### config.mk
export PLATFORM = sky130hd
export DESIGN_NAME = mlp_test_sequencer
export DESIGN_NICKNAME = d
export VERILOG_FILES = /design/src/rtl/mlp_test_sequencer.sv
export SDC_FILE = /design/constraint.sdc
export NUM_CORES = 1
export LEC_CHECK = 0
export CORE_UTILIZATION = 50
export DETAILED_ROUTE_END_ITERATION = 8
export PLACE_DENSITY = 0.81
export SETUP_SLACK_MARGIN = 0.05
export SLEW_MARGIN = 20
export SYNTH_ARGS = -nofsm -noshare
export SYNTH_HDL_FRONTEND = slang
export SYNTH_SLANG_ARGS = --single-unit
### constraint.sdc
create_clock -name clk -period 6 [get_ports clk]
set_input_delay 0.9 -clock clk [delete_from_list [all_inputs] [get_ports clk]]
set_output_delay 0.9 -clock clk [all_outputs]
set_load 0.01 [all_outputs]
### src/rtl/mlp_test_sequencer.sv
// Batch test sequencer for the MLP core: pulses the core reset, issues a
// one-cycle start per test number, collects the prediction on done (or
// abandons the test after a timeout), scores it against the label ROM and
// keeps correct/timeout tallies for the batch.
module mlp_test_sequencer #(
  parameter int RST_CYCLES = 2,
  parameter int TIMEOUT    = 1023
) (
  input  logic        clk,
  input  logic        rst,
  input  logic        go,
  input  logic [9:0]  first_num,
  input  logic [10:0] num_tests,
  output logic        mlp_rst,
  output logic        mlp_start,
  output logic [9:0]  mlp_test_num,
  input  logic [3:0]  mlp_out,
  input  logic        mlp_done,
  output logic [9:0]  label_addr,
  input  logic [3:0]  label_data,
  output logic        result_valid,
  output logic [9:0]  result_num,
  output logic [3:0]  result_pred,
  output logic        result_correct,
  output logic        result_timeout,
  output logic [10:0] correct_count,
  output logic [10:0] timeout_count,
  output logic        busy,
  output logic        finished
);

  typedef enum logic [2:0] {
    IDLE,
    RSTP,
    START,
    WAIT,
    CHECK,
    NEXT,
    FIN
  } state_t;

  // Last value of the reset-pulse counter and the timer value that abandons a test
  localparam logic [3:0]  RST_LAST = 4'(RST_CYCLES - 1);
  localparam logic [15:0] TMO_LIM  = 16'(TIMEOUT);

  state_t state, state_nxt;

  logic [3:0]  rst_cnt;
  logic [15:0] timer;
  logic [10:0] remaining;
  logic [9:0]  test_num;

  // Capture registers filled when WAIT ends, consumed in CHECK
  logic [3:0]  pred_q;
  logic        tout_q;

  // Held copies of the last reported result, shown between result pulses
  logic [9:0]  res_num_q;
  logic [3:0]  res_pred_q;
  logic        res_correct_q;
  logic        res_timeout_q;

  logic rst_last;
  logic wait_tout;
  logic last_test;
  logic pred_match;
  logic in_check;

  assign rst_last   = (rst_cnt == RST_LAST);
  assign wait_tout  = (timer == TMO_LIM);
  assign last_test  = (remaining == 11'd1);
  // label_data is settled by CHECK because the address only moves in NEXT
  assign pred_match = (pred_q == label_data) && !tout_q;
  assign in_check   = (state == CHECK);

  // State register
  always_ff @(posedge clk or posedge rst) begin
    if (rst) begin
      state <= IDLE;
    end else begin
      state <= state_nxt;
    end
  end

  // Next-state logic
  always_comb begin
    state_nxt = state;
    case (state)
      IDLE: begin
        if (go) begin
          state_nxt = (num_tests == 11'd0) ? FIN : RSTP;
        end
      end
      RSTP: begin
        if (rst_last) begin
          state_nxt = START;
        end
      end
      START: state_nxt = WAIT;
      WAIT: begin
        // done and timeout in the same cycle both land in CHECK; the
        // datapath below lets done win the capture
        if (mlp_done || wait_tout) begin
          state_nxt = CHECK;
        end
      end
      CHECK: state_nxt = NEXT;
      NEXT: state_nxt = last_test ? FIN : RSTP;
      FIN: state_nxt = IDLE;
      default: state_nxt = IDLE;
    endcase
  end

  // Batch bookkeeping, wait timer, prediction capture and result hold registers
  always_ff @(posedge clk or posedge rst) begin
    if (rst) begin
      rst_cnt       <= '0;
      timer         <= '0;
      remaining     <= '0;
      test_num      <= '0;
      pred_q        <= '0;
      tout_q        <= 1'b0;
      res_num_q     <= '0;
      res_pred_q    <= '0;
      res_correct_q <= 1'b0;
      res_timeout_q <= 1'b0;
      correct_count <= '0;
      timeout_count <= '0;
    end else begin
      case (state)
        IDLE: begin
          if (go) begin
            test_num      <= first_num;
            remaining     <= num_tests;
            correct_count <= '0;
            timeout_count <= '0;
            rst_cnt       <= '0;
          end
        end
        RSTP: begin
          rst_cnt <= rst_cnt + 4'd1;
        end
        START: begin
          timer <= '0;
        end
        WAIT: begin
          timer <= timer + 16'd1;
          if (mlp_done) begin
            pred_q <= mlp_out;
            tout_q <= 1'b0;
          end else if (wait_tout) begin
            pred_q <= '0;
            tout_q <= 1'b1;
          end
        end
        CHECK: begin
          res_num_q     <= test_num;
          res_pred_q    <= pred_q;
          res_correct_q <= pred_match;
          res_timeout_q <= tout_q;
          if (tout_q) begin
            timeout_count <= timeout_count + 11'd1;
          end else if (pred_match) begin
            correct_count <= correct_count + 11'd1;
          end
        end
        NEXT: begin
          remaining <= remaining - 11'd1;
          if (!last_test) begin
            // 10-bit add wraps 1023 back to 0
            test_num <= test_num + 10'd1;
            rst_cnt  <= '0;
          end
        end
        default: begin
        end
      endcase
    end
  end

  // Core reset follows the controller reset as well, so the core is held
  // in reset for as long as the sequencer is
  assign mlp_rst      = rst | (state == RSTP);
  assign mlp_start    = (state == START);
  assign mlp_test_num = test_num;
  assign label_addr   = test_num;

  assign busy         = (state != IDLE);
  assign finished     = (state == FIN);

  // Result fields are live during the CHECK pulse and held afterwards
  assign result_valid   = in_check;
  assign result_num     = in_check ? test_num   : res_num_q;
  assign result_pred    = in_check ? pred_q     : res_pred_q;
  assign result_correct = in_check ? pred_match : res_correct_q;
  assign result_timeout = in_check ? tout_q     : res_timeout_q;

endmodule

# Word level (Yosys, flattened, before mapping)
# Cells that the tools add are included.
dict set report classes {
  n_addsub 6
  eq_ne 17
  n_mux 29
  n_bitwise 1
  reduce_logical 18
}
# op count
set op_table {}
lappend op_table {{$pmux 11 s2} 3}
lappend op_table {{$mux 11} 5}
lappend op_table {{$pmux 16 s2} 1}
lappend op_table {{$mux 10} 3}
lappend op_table {{$add 11x1->11 const B} 2}
lappend op_table {{$mux 4} 5}
lappend op_table {{$pmux 10 s2} 1}
lappend op_table {{$pmux 3 s6} 1}
lappend op_table {{$add 16x1->16 const B} 1}
lappend op_table {{$eq 16x10->1 const B} 1}
lappend op_table {{$mux 3} 5}
lappend op_table {{$pmux 4 s3} 1}
lappend op_table {{$reduce_and 3->1} 4}
lappend op_table {{$eq 11x1->1 const B} 1}
lappend op_table {{$logic_not 11->1} 1}
lappend op_table {{$sub 11x1->11 const B} 1}
lappend op_table {{$add 10x1->10 const B} 1}
lappend op_table {{$ne 2x2->1 const B} 5}
lappend op_table {{$eq 3x3->1 const B} 3}
lappend op_table {{$reduce_bool 2->1} 4}
lappend op_table {{$eq 3x2->1 const B} 2}
lappend op_table {{$reduce_bool 3->1} 2}
lappend op_table {{$add 4x1->4 const B} 1}
lappend op_table {{$eq 4x1->1 const B} 1}
lappend op_table {{11 further kinds} 16}
dict set report totals {
  regBits 87
  inputBits 33
  out_inout_bits 63
}

# Longest topological paths before layout
# Gate-level depths: netlist of the first run.
dict set report depth {
  word_depth 5
  ltp_mapped 7
}

# Worst setup path after synthesis of the first run
# OpenSTA, ideal clock, no wires.
dict set report synth_timing {
  path_type {input to output}
  start {in rst}
  end {out mlp_rst}
  arrival_time_ns 3.035
  required_time_ns 5.100
  path_slack_ns 2.065
  cell_stages 2
  cell_sequence {inv_1 nand2_1}
}
dict set report synth_between {
  elab_chain_cells 1
}
# item line
set synth_lines {}
lappend synth_lines {{start, declared} 10} ;# input logic rst,
lappend synth_lines {{$or 1x1->1} 183} ;# assign mlp_rst = rst | (state == RSTP);
lappend synth_lines {{end, declared} 14} ;# output logic mlp_rst,
# Every way passes these cells.

# Worst setup path in the final report of the first run
dict set report layout_timing {
  start {reg state[0]}
  end {out result_correct}
}
dict set report layout_between {
  elab_chain_cells 2
}
# item line
set layout_lines {}
lappend layout_lines {{start, declared} 46} ;# state_t state, state_nxt;
lappend layout_lines {{start signal, assigned} 81} ;# state <= state_nxt;
lappend layout_lines {{$eq 3x3->1} 74} ;# assign in_check = (state == CHECK);
lappend layout_lines {{$mux 1} --}
lappend layout_lines {{end, declared} 24} ;# output logic result_correct,
# Every way passes these cells.

==> results of run 1 <==
registers in the layout, indices dropped and copies added (netlist names):
register,count
label_addr,10
res_num_q,10
tout_q,1
timer,16
correct_count,11
remaining,11
rst_cnt,4
res_pred_q,4
state,3
pred_q,4
timeout_count,11
res_timeout_q,1
res_correct_q,1
cell type report:
class / instances / area [um2] / area share
multi-input combinational: 378 / 2300 / 0.395
sequential: 87 / 2180 / 0.373
timing repair buffer: 99 / 981 / 0.168
tap: 108 / 135 / 0.0231
clock buffer: 9 / 124 / 0.0212
clock inverter: 6 / 71.3 / 0.0122
inverter: 12 / 46.3 / 0.00793
final timing paths:
path                            startpoint  cells after the start             end  slack, ns
worst max register to register    state[0]                      5   label_addr[1]       3.01
worst min register to register    timer[5]                      1        timer[5]       0.48
min in group asynchronous              rst                      2       timer[12]       0.92
max in group asynchronous              rst                      3   res_pred_q[1]       4.00
worst min-delay path              timer[5]                      1        timer[5]       0.48
worst max-delay path              state[0]                      5  result_correct       1.79
worst max-delay path, stage by stage (launching register included):
cell	delay [ns]
sky130_fd_sc_hd__dfrtp_1	0.61
sky130_fd_sc_hd__or3b_1	0.75
sky130_fd_sc_hd__nor4_1	0.73
sky130_fd_sc_hd__nand2_1	0.19
sky130_fd_sc_hd__nand2_1	0.13
sky130_fd_sc_hd__clkdlybuf4s50_1	0.54
power groups by stage:
| stage | Combinational (W) | Sequential (W) | Clock [W] |
|---|---|---|---|
| finish | 0.000982 | 0.000945 | 0.000421 |
| global placement | 0.000942 | 0.000940 | 0 |
| CTS | 0.000981 | 0.000940 | 0.000427 |
| detailed placement | 0.000976 | 0.000951 | 0 |
| floorplan | 0.000633 | 0.000892 | 0 |
| global route | 0.00107 | 0.000973 | 0.000449 |
metal layers:
metal | global-route usage | up-vias | wire [um]
met2 | 0.405 | 186 | 5610
met1 | 0.354 | 2102 | 5290
met4 | 0.0907 | 0 | 255
li1 | - | 2002 | -
met3 | 0.0376 | 33 | 709
met5 | 0 | - | 0
cell families after synthesis:
group	share of synthesized area
and+or+nand+nor	0.247
AOI/OAI and AO/OA	0.156
buffers and inverters	0.0446
adders and majority gates	0.0214
DFF	0.465
xor gates and xnor gates	0.0224
muxes	0.0433
placed cells by master, fill, tap and decap left out, drive strengths merged, types with 5 or more instances in the layout:
cell / netlist / layout
o211ai: 6 / 6
nand2b: 5 / 5
a211oi: 6 / 6
o311ai: 7 / 7
clkdlybuf4s50: 0 / 95
and2: 5 / 5
o21ai: 23 / 23
ha: 8 / 8
a21oi: 13 / 13
xor2: 10 / 10
dfrtp: 87 / 87
a2bb2oi: 6 / 6
and3: 10 / 10
inv: 11 / 11
nor2: 31 / 31
nand4: 15 / 15
nor3: 11 / 11
nor4: 9 / 9
or3: 6 / 6
mux2i: 18 / 18
nand2: 100 / 100
clkinv: 1 / 5
clkbuf: 20 / 9
nand3: 16 / 16
or4: 5 / 5
metrics by stage:
step | total power, W | hold WS (ns) | util
after floorplan | 0.00153 | 0.445 | -
after global placement | 0.00188 | 0.455 | 0.635
after detailed placement | 0.00193 | 0.462 | 0.635
after CTS | 0.00235 | 0.484 | 0.657
after global routing | 0.00250 | 0.498 | 0.657
final | 0.00235 | 0.481 | 0.657
==> qor.yml, run 1 <==
status: "complete, no violations"
finalNonFillerCells: 699
worst_setup_path_start_kind: "flip-flop"
post-place-ws_ns: 2.06
numCtsBuffers: 9
cts_setup_buffers: 0
peak_supply_drop_mv: 0.174
cts.htree.levels: 3
drive_above_1_share: 0.0525
post_detailed_placement_cell_area_um2: 5640
antenna_left: 0
min_path_type: "reg -> reg"
worstMarginPinSlew_ns: 1.05
design_area_um2: 5840
antenna_found_initial: 0
ys_async_sr_fraction: 1.00
drt-total-wl_mm: 11.9
final_min_period_over_clock_period: 0.702
floorplan.die.width_um: 98.8
clock_tree.buffer_depth: 2
grt_pass1_wl_mm: 19.7
timing.critical_path.required_ns: 5.10
yosys-top-cells-count: "100 x sky130_fd_sc_hd__nand2_1, 87 x sky130_fd_sc_hd__dfrtp_1, 31 x sky130_fd_sc_hd__nor2_1, 23 x sky130_fd_sc_hd__o21ai_0, 20 x sky130_fd_sc_hd__clkbuf_1"
n_fill_cell: 734
detail_route.first_pass.iterations: 5
setup-violations-final: 0
vias_in_the_first_global_route: 3972
tritoncts_clock_tree: "yes"
drt_iter0_drc: 265
syn-mean-instance-area_um2: 9.18
design.die.area_um2: 9760
place.detailed.instances: 684
final.setup.worst_slack_ns: 1.79
post-route-drc-count: 0
grt_max_degree: 51
synth_seq_cells: 87
post_synth_instance_area_um2: 4680
cell_accounting_for_the_most_synthesized_area: "sky130_fd_sc_hd__dfrtp_1"
netlist_top_cells_area: "sky130_fd_sc_hd__dfrtp_1 46%, sky130_fd_sc_hd__nand2_1 8.0%, sky130_fd_sc_hd__mux2i_1 3.8%"
overall_fraction_of_global_route_tracks_in_use: 0.254
pin_count: 96
initial_utilization: 0.527
power.switching_fraction: 0.389
rows: 34
cts_hold_repair.buffers: 0
setup.worst_path.end_class: "output pin"
p_clk_frac: 0.179
postSynthNetCount: 551
clock_insertion_delay_worst_skew_ns: 0.37
die_h_um: 98.8
layout_min_cycle_time_ns: 4.21
cts.sinks: 87
synth_largest_type_area_fraction: 0.465
wl_per_cell_um: 17.0
timing.max_slew.rel_slack: 0.292
net-switching-power_w: 0.000913
vias: 4323
yosys.cell_types.count: 62
synth_edf_count: 0
yosys_warnings: 0
clkSlewWorstSetupHoldPaths_ns: 0.09
cap_viol_max_count: 0
combinationalPowerShare: 0.418
powerDensity_nw_per_um2: 402
critPathMaxFanout: 21
finalSetupTns_ns: 0
cp.arrival_ns: 3.31
placement.io_buffers: 95
globalplace.congestion: 0.850
yosysMostFrequentCell: "sky130_fd_sc_hd__nand2_1"
timing_worst_setup_path_type: "reg -> out"
clock.fmax_mhz: 237
finalClockSkew_ns: 0.0136
syn2layout_area_growth_pct: 24.7
seq_power_share: 0.403
cell_internal_pwr_w: 0.00143
timing_max_transition_violations_final: 0
core_region_area_um2: 8890
ctsResizeCount: 0
seq_area_frac_synth: 0.465
dominantRegCellSynth: "sky130_fd_sc_hd__dfrtp_1"
vias_per_cell: 6.18
finalHoldViolCount: 0
diodes: 0
syn-instance-count: 510
gr-total-overflow: 0
leakage_power_nw: 2.56
nets: 628
rsz0062_at_grt: "no"
detailed_place_hpwl_mm: 8.34
cts_root_buf: "sky130_fd_sc_hd__clkbuf_8"
No activity file was read; power rests on OpenSTA's default activity.
==> run 2: changes to the inputs <==
==> constraint.sdc (replaced) <==
create_clock -name clk -period 3.9 [get_ports clk]
set_input_delay 0.585 -clock clk [delete_from_list [all_inputs] [get_ports clk]]
set_output_delay 0.585 -clock clk [all_outputs]
set_load 0.01 [all_outputs]
==> run 2 against run 1 <==
Die area is the same. Count of clock-buffer cells in the layout grew 3. Final area grew 0.90%. Critical path type unchanged. Sequential power grew 51%. Combinational power grew 58%. Via count is essentially flat. Register-to-register slack lost 1.9 ns.
==> qor.yml, run 2 (synthesized netlist as in run 1, its figures left out) <==
cp.arrival_ns: 2.97  # -0.34 ns
grt-busiest-layer: "met2"
critical-path-max-stage-delay_ns: 0.65  # -0.10 ns
vias_per_cell: 6.14  # -0.76%
final_min_period_over_clock_period: 0.912
gr-total-overflow: 0  # unchanged
layout_min_cycle_time_ns: 3.56
largest_register_ff_count: 16  # unchanged
post-route-drc-count: 0  # unchanged
floorplan.die.width_um: 98.8  # unchanged
die_h_um: 98.8  # unchanged
layout.cells.most_common: "sky130_fd_sc_hd__nand2_1"
rsz0062_at_grt: "no"
detailed_place_hpwl_mm: 8.40  # +0.72%
wl_per_cell_um: 16.9  # -0.72%
whs_path_depth: 2  # +1
regMostFlops: "timer"
final_core_utilization: 0.663  # +0.00591
cts_root_buf: "sky130_fd_sc_hd__clkbuf_8"
vias_in_the_first_global_route: 4016  # +1.1%
crit_slowest_cell: "sky130_fd_sc_hd__dfrtp_1"
drive_above_1_share: 0.0620  # +0.00952
timing_max_transition_violations_final: 0  # unchanged
ctsResizeCount: 0  # unchanged
grt.met2_usage: 0.403  # -0.00161
core_region_area_um2: 8890  # unchanged
syn2layout_area_growth_pct: 25.8
crit_path_frequent_cell: "sky130_fd_sc_hd__nand2_1"
cap_viol_max_count: 0  # unchanged
clock_insertion_delay_worst_skew_ns: 0.36  # about the same
antenna_found_initial: 0  # unchanged
tritoncts_clock_tree: "yes"
finalSetupTns_ns: 0  # unchanged
hold-path-endpoint: "res_num_q[6]"
grt_max_degree: 49  # -3.9%
cts.htree.levels: 3  # unchanged
rows: 34  # unchanged
grt_pass1_wl_mm: 19.9  # +0.94%
antenna_left: 0  # unchanged
cts_hold_repair.buffers: 0  # unchanged
cts_setup_buffers: 0  # unchanged
groute.layer.met1.usage: 0.356  # +0.00237
critPathBufInv: 2  # +1
worstMarginPinSlew_ns: 0.857  # -0.191 ns
hold_start: "res_num_q[6]"
total_power_w: 0.00364  # +55%
vias: 4327  # +0.093%
timing_worst_setup_path_type: "reg -> out"
finalNonFillerCells: 705  # +0.86%
reg2reg_slack_ns: 1.15  # -1.86 ns
worst_setup_path_start_kind: "flip-flop"
critPathTopFamily: "buffers and inverters"
finalHoldViolCount: 0  # unchanged
timing.max_slew.rel_slack: 0.429  # +0.137
clock.fmax_mhz: 281
min_path_type: "reg -> reg"
status: "complete, no violations"
numCtsBuffers: 9  # unchanged
setup.worst_path.end_class: "output pin"
most-common-layout-cells: "100 x sky130_fd_sc_hd__nand2_1, 95 x sky130_fd_sc_hd__clkdlybuf4s50_1, 87 x sky130_fd_sc_hd__dfrtp_1"
clkSlewWorstSetupHoldPaths_ns: 0.09  # about the same
powerDensity_nw_per_um2: 617  # +54%
diodes: 0  # unchanged
regToRegEndpoint: "correct_count[8]"
globalplace.congestion: 0.885  # +4.1%
setup-violations-final: 0  # unchanged
met3_usage: 0.0454  # +0.00780
place.detailed.instances: 689  # +0.73%
drt_iter0_drc: 274  # +3.4%
timing.critical_path.required_ns: 3.31  # -1.79 ns
clock_tree.buffer_depth: 2  # unchanged
worst_r2r_path_cells: 4  # -1
finalClockSkew_ns: 0.0111  # -0.00253 ns
placement.io_buffers: 95  # unchanged
r2r_start: "state[2]"
drt-total-wl_mm: 11.9  # +0.13%
overall_fraction_of_global_route_tracks_in_use: 0.255  # +0.00157
peak_supply_drop_mv: 0.261  # +50%
crit_chain: "or3b_1 > clkinvlp_4 > nand2_1 > nand2_1 > clkdlybuf4s50_1"
cts.sinks: 87  # unchanged
critPathMaxFanout: 19  # -9.5%
pin_count: 96  # unchanged
detail_route.first_pass.iterations: 5  # unchanged
initial_utilization: 0.527  # unchanged
leakage_power_nw: 2.59  # +1.1%
nets: 633  # +0.80%
design.die.area_um2: 9760  # unchanged
[run 2: cell count changes in the layout (fill, tap and decap cells not counted), sizes merged]
cell	delta
clkinvlp	+1
clkinv	-3
buf	+5
clkbuf	+3
[run 2: how the worst max path moves through the flow]
stage | cells after the start | start | endpoint | slack [ns]
after floorplan | 2 | rst | mlp_rst | 0.60
after global placement | 5 | state[1] | result_pred[2] | 0.75
after detailed placement | 5 | state[1] | result_num[0] | 0.65
after CTS | 5 | state[1] | result_num[0] | 0.25
after global routing | 5 | state[1] | result_num[0] | 0.10
final | 5 | state[1] | result_num[0] | 0.34
[run 2: tightest hold or removal path: cells and delay by family, from the launching register on]
kind | cells | cell delay (ns)
and+or+nand+nor | 2 | 0.12
DFF | 1 | 0.33
[run 2: final cells by class]
class,count,area (um2)
Multi-Input combinational cell,378,2300
Inverter,12,50.0
Sequential cell,87,2180
Clock inverter,4,51.3
Tap cell,108,135
Fill cell,719,3000
Clock buffer,12,155
Timing Repair Buffer,104,1020
[run 2: where the power goes]
part	leakage, nW	internal, W	switching (W)	total [W]
combinational	1.37	0.000769	0.000776	0.00155
sequential	1.11	0.00115	0.000280	0.00143
clock	0.103	0.000333	0.000330	0.000663
total	2.59	0.00225	0.00139	0.00364
[run 2: layer usage]
metal,vias to the layer above,part of all wire
met3,20,0.063
met4,0,0.018
met5,-,0
met1,2116,0.45
li1,2025,-
met2,166,0.47
[run 2: metrics by stage]
stage          setup WS, ns  instance area, um2  hold WS, ns
2_1_floorplan         0.595                4680        0.445
6_report              0.342                5890        0.476
4_1_cts               0.250                5890        0.484
3_5_place_dp          0.647                5680        0.458
5_1_grt               0.105                5890        0.512
3_3_place_gp          0.750                5680        0.458
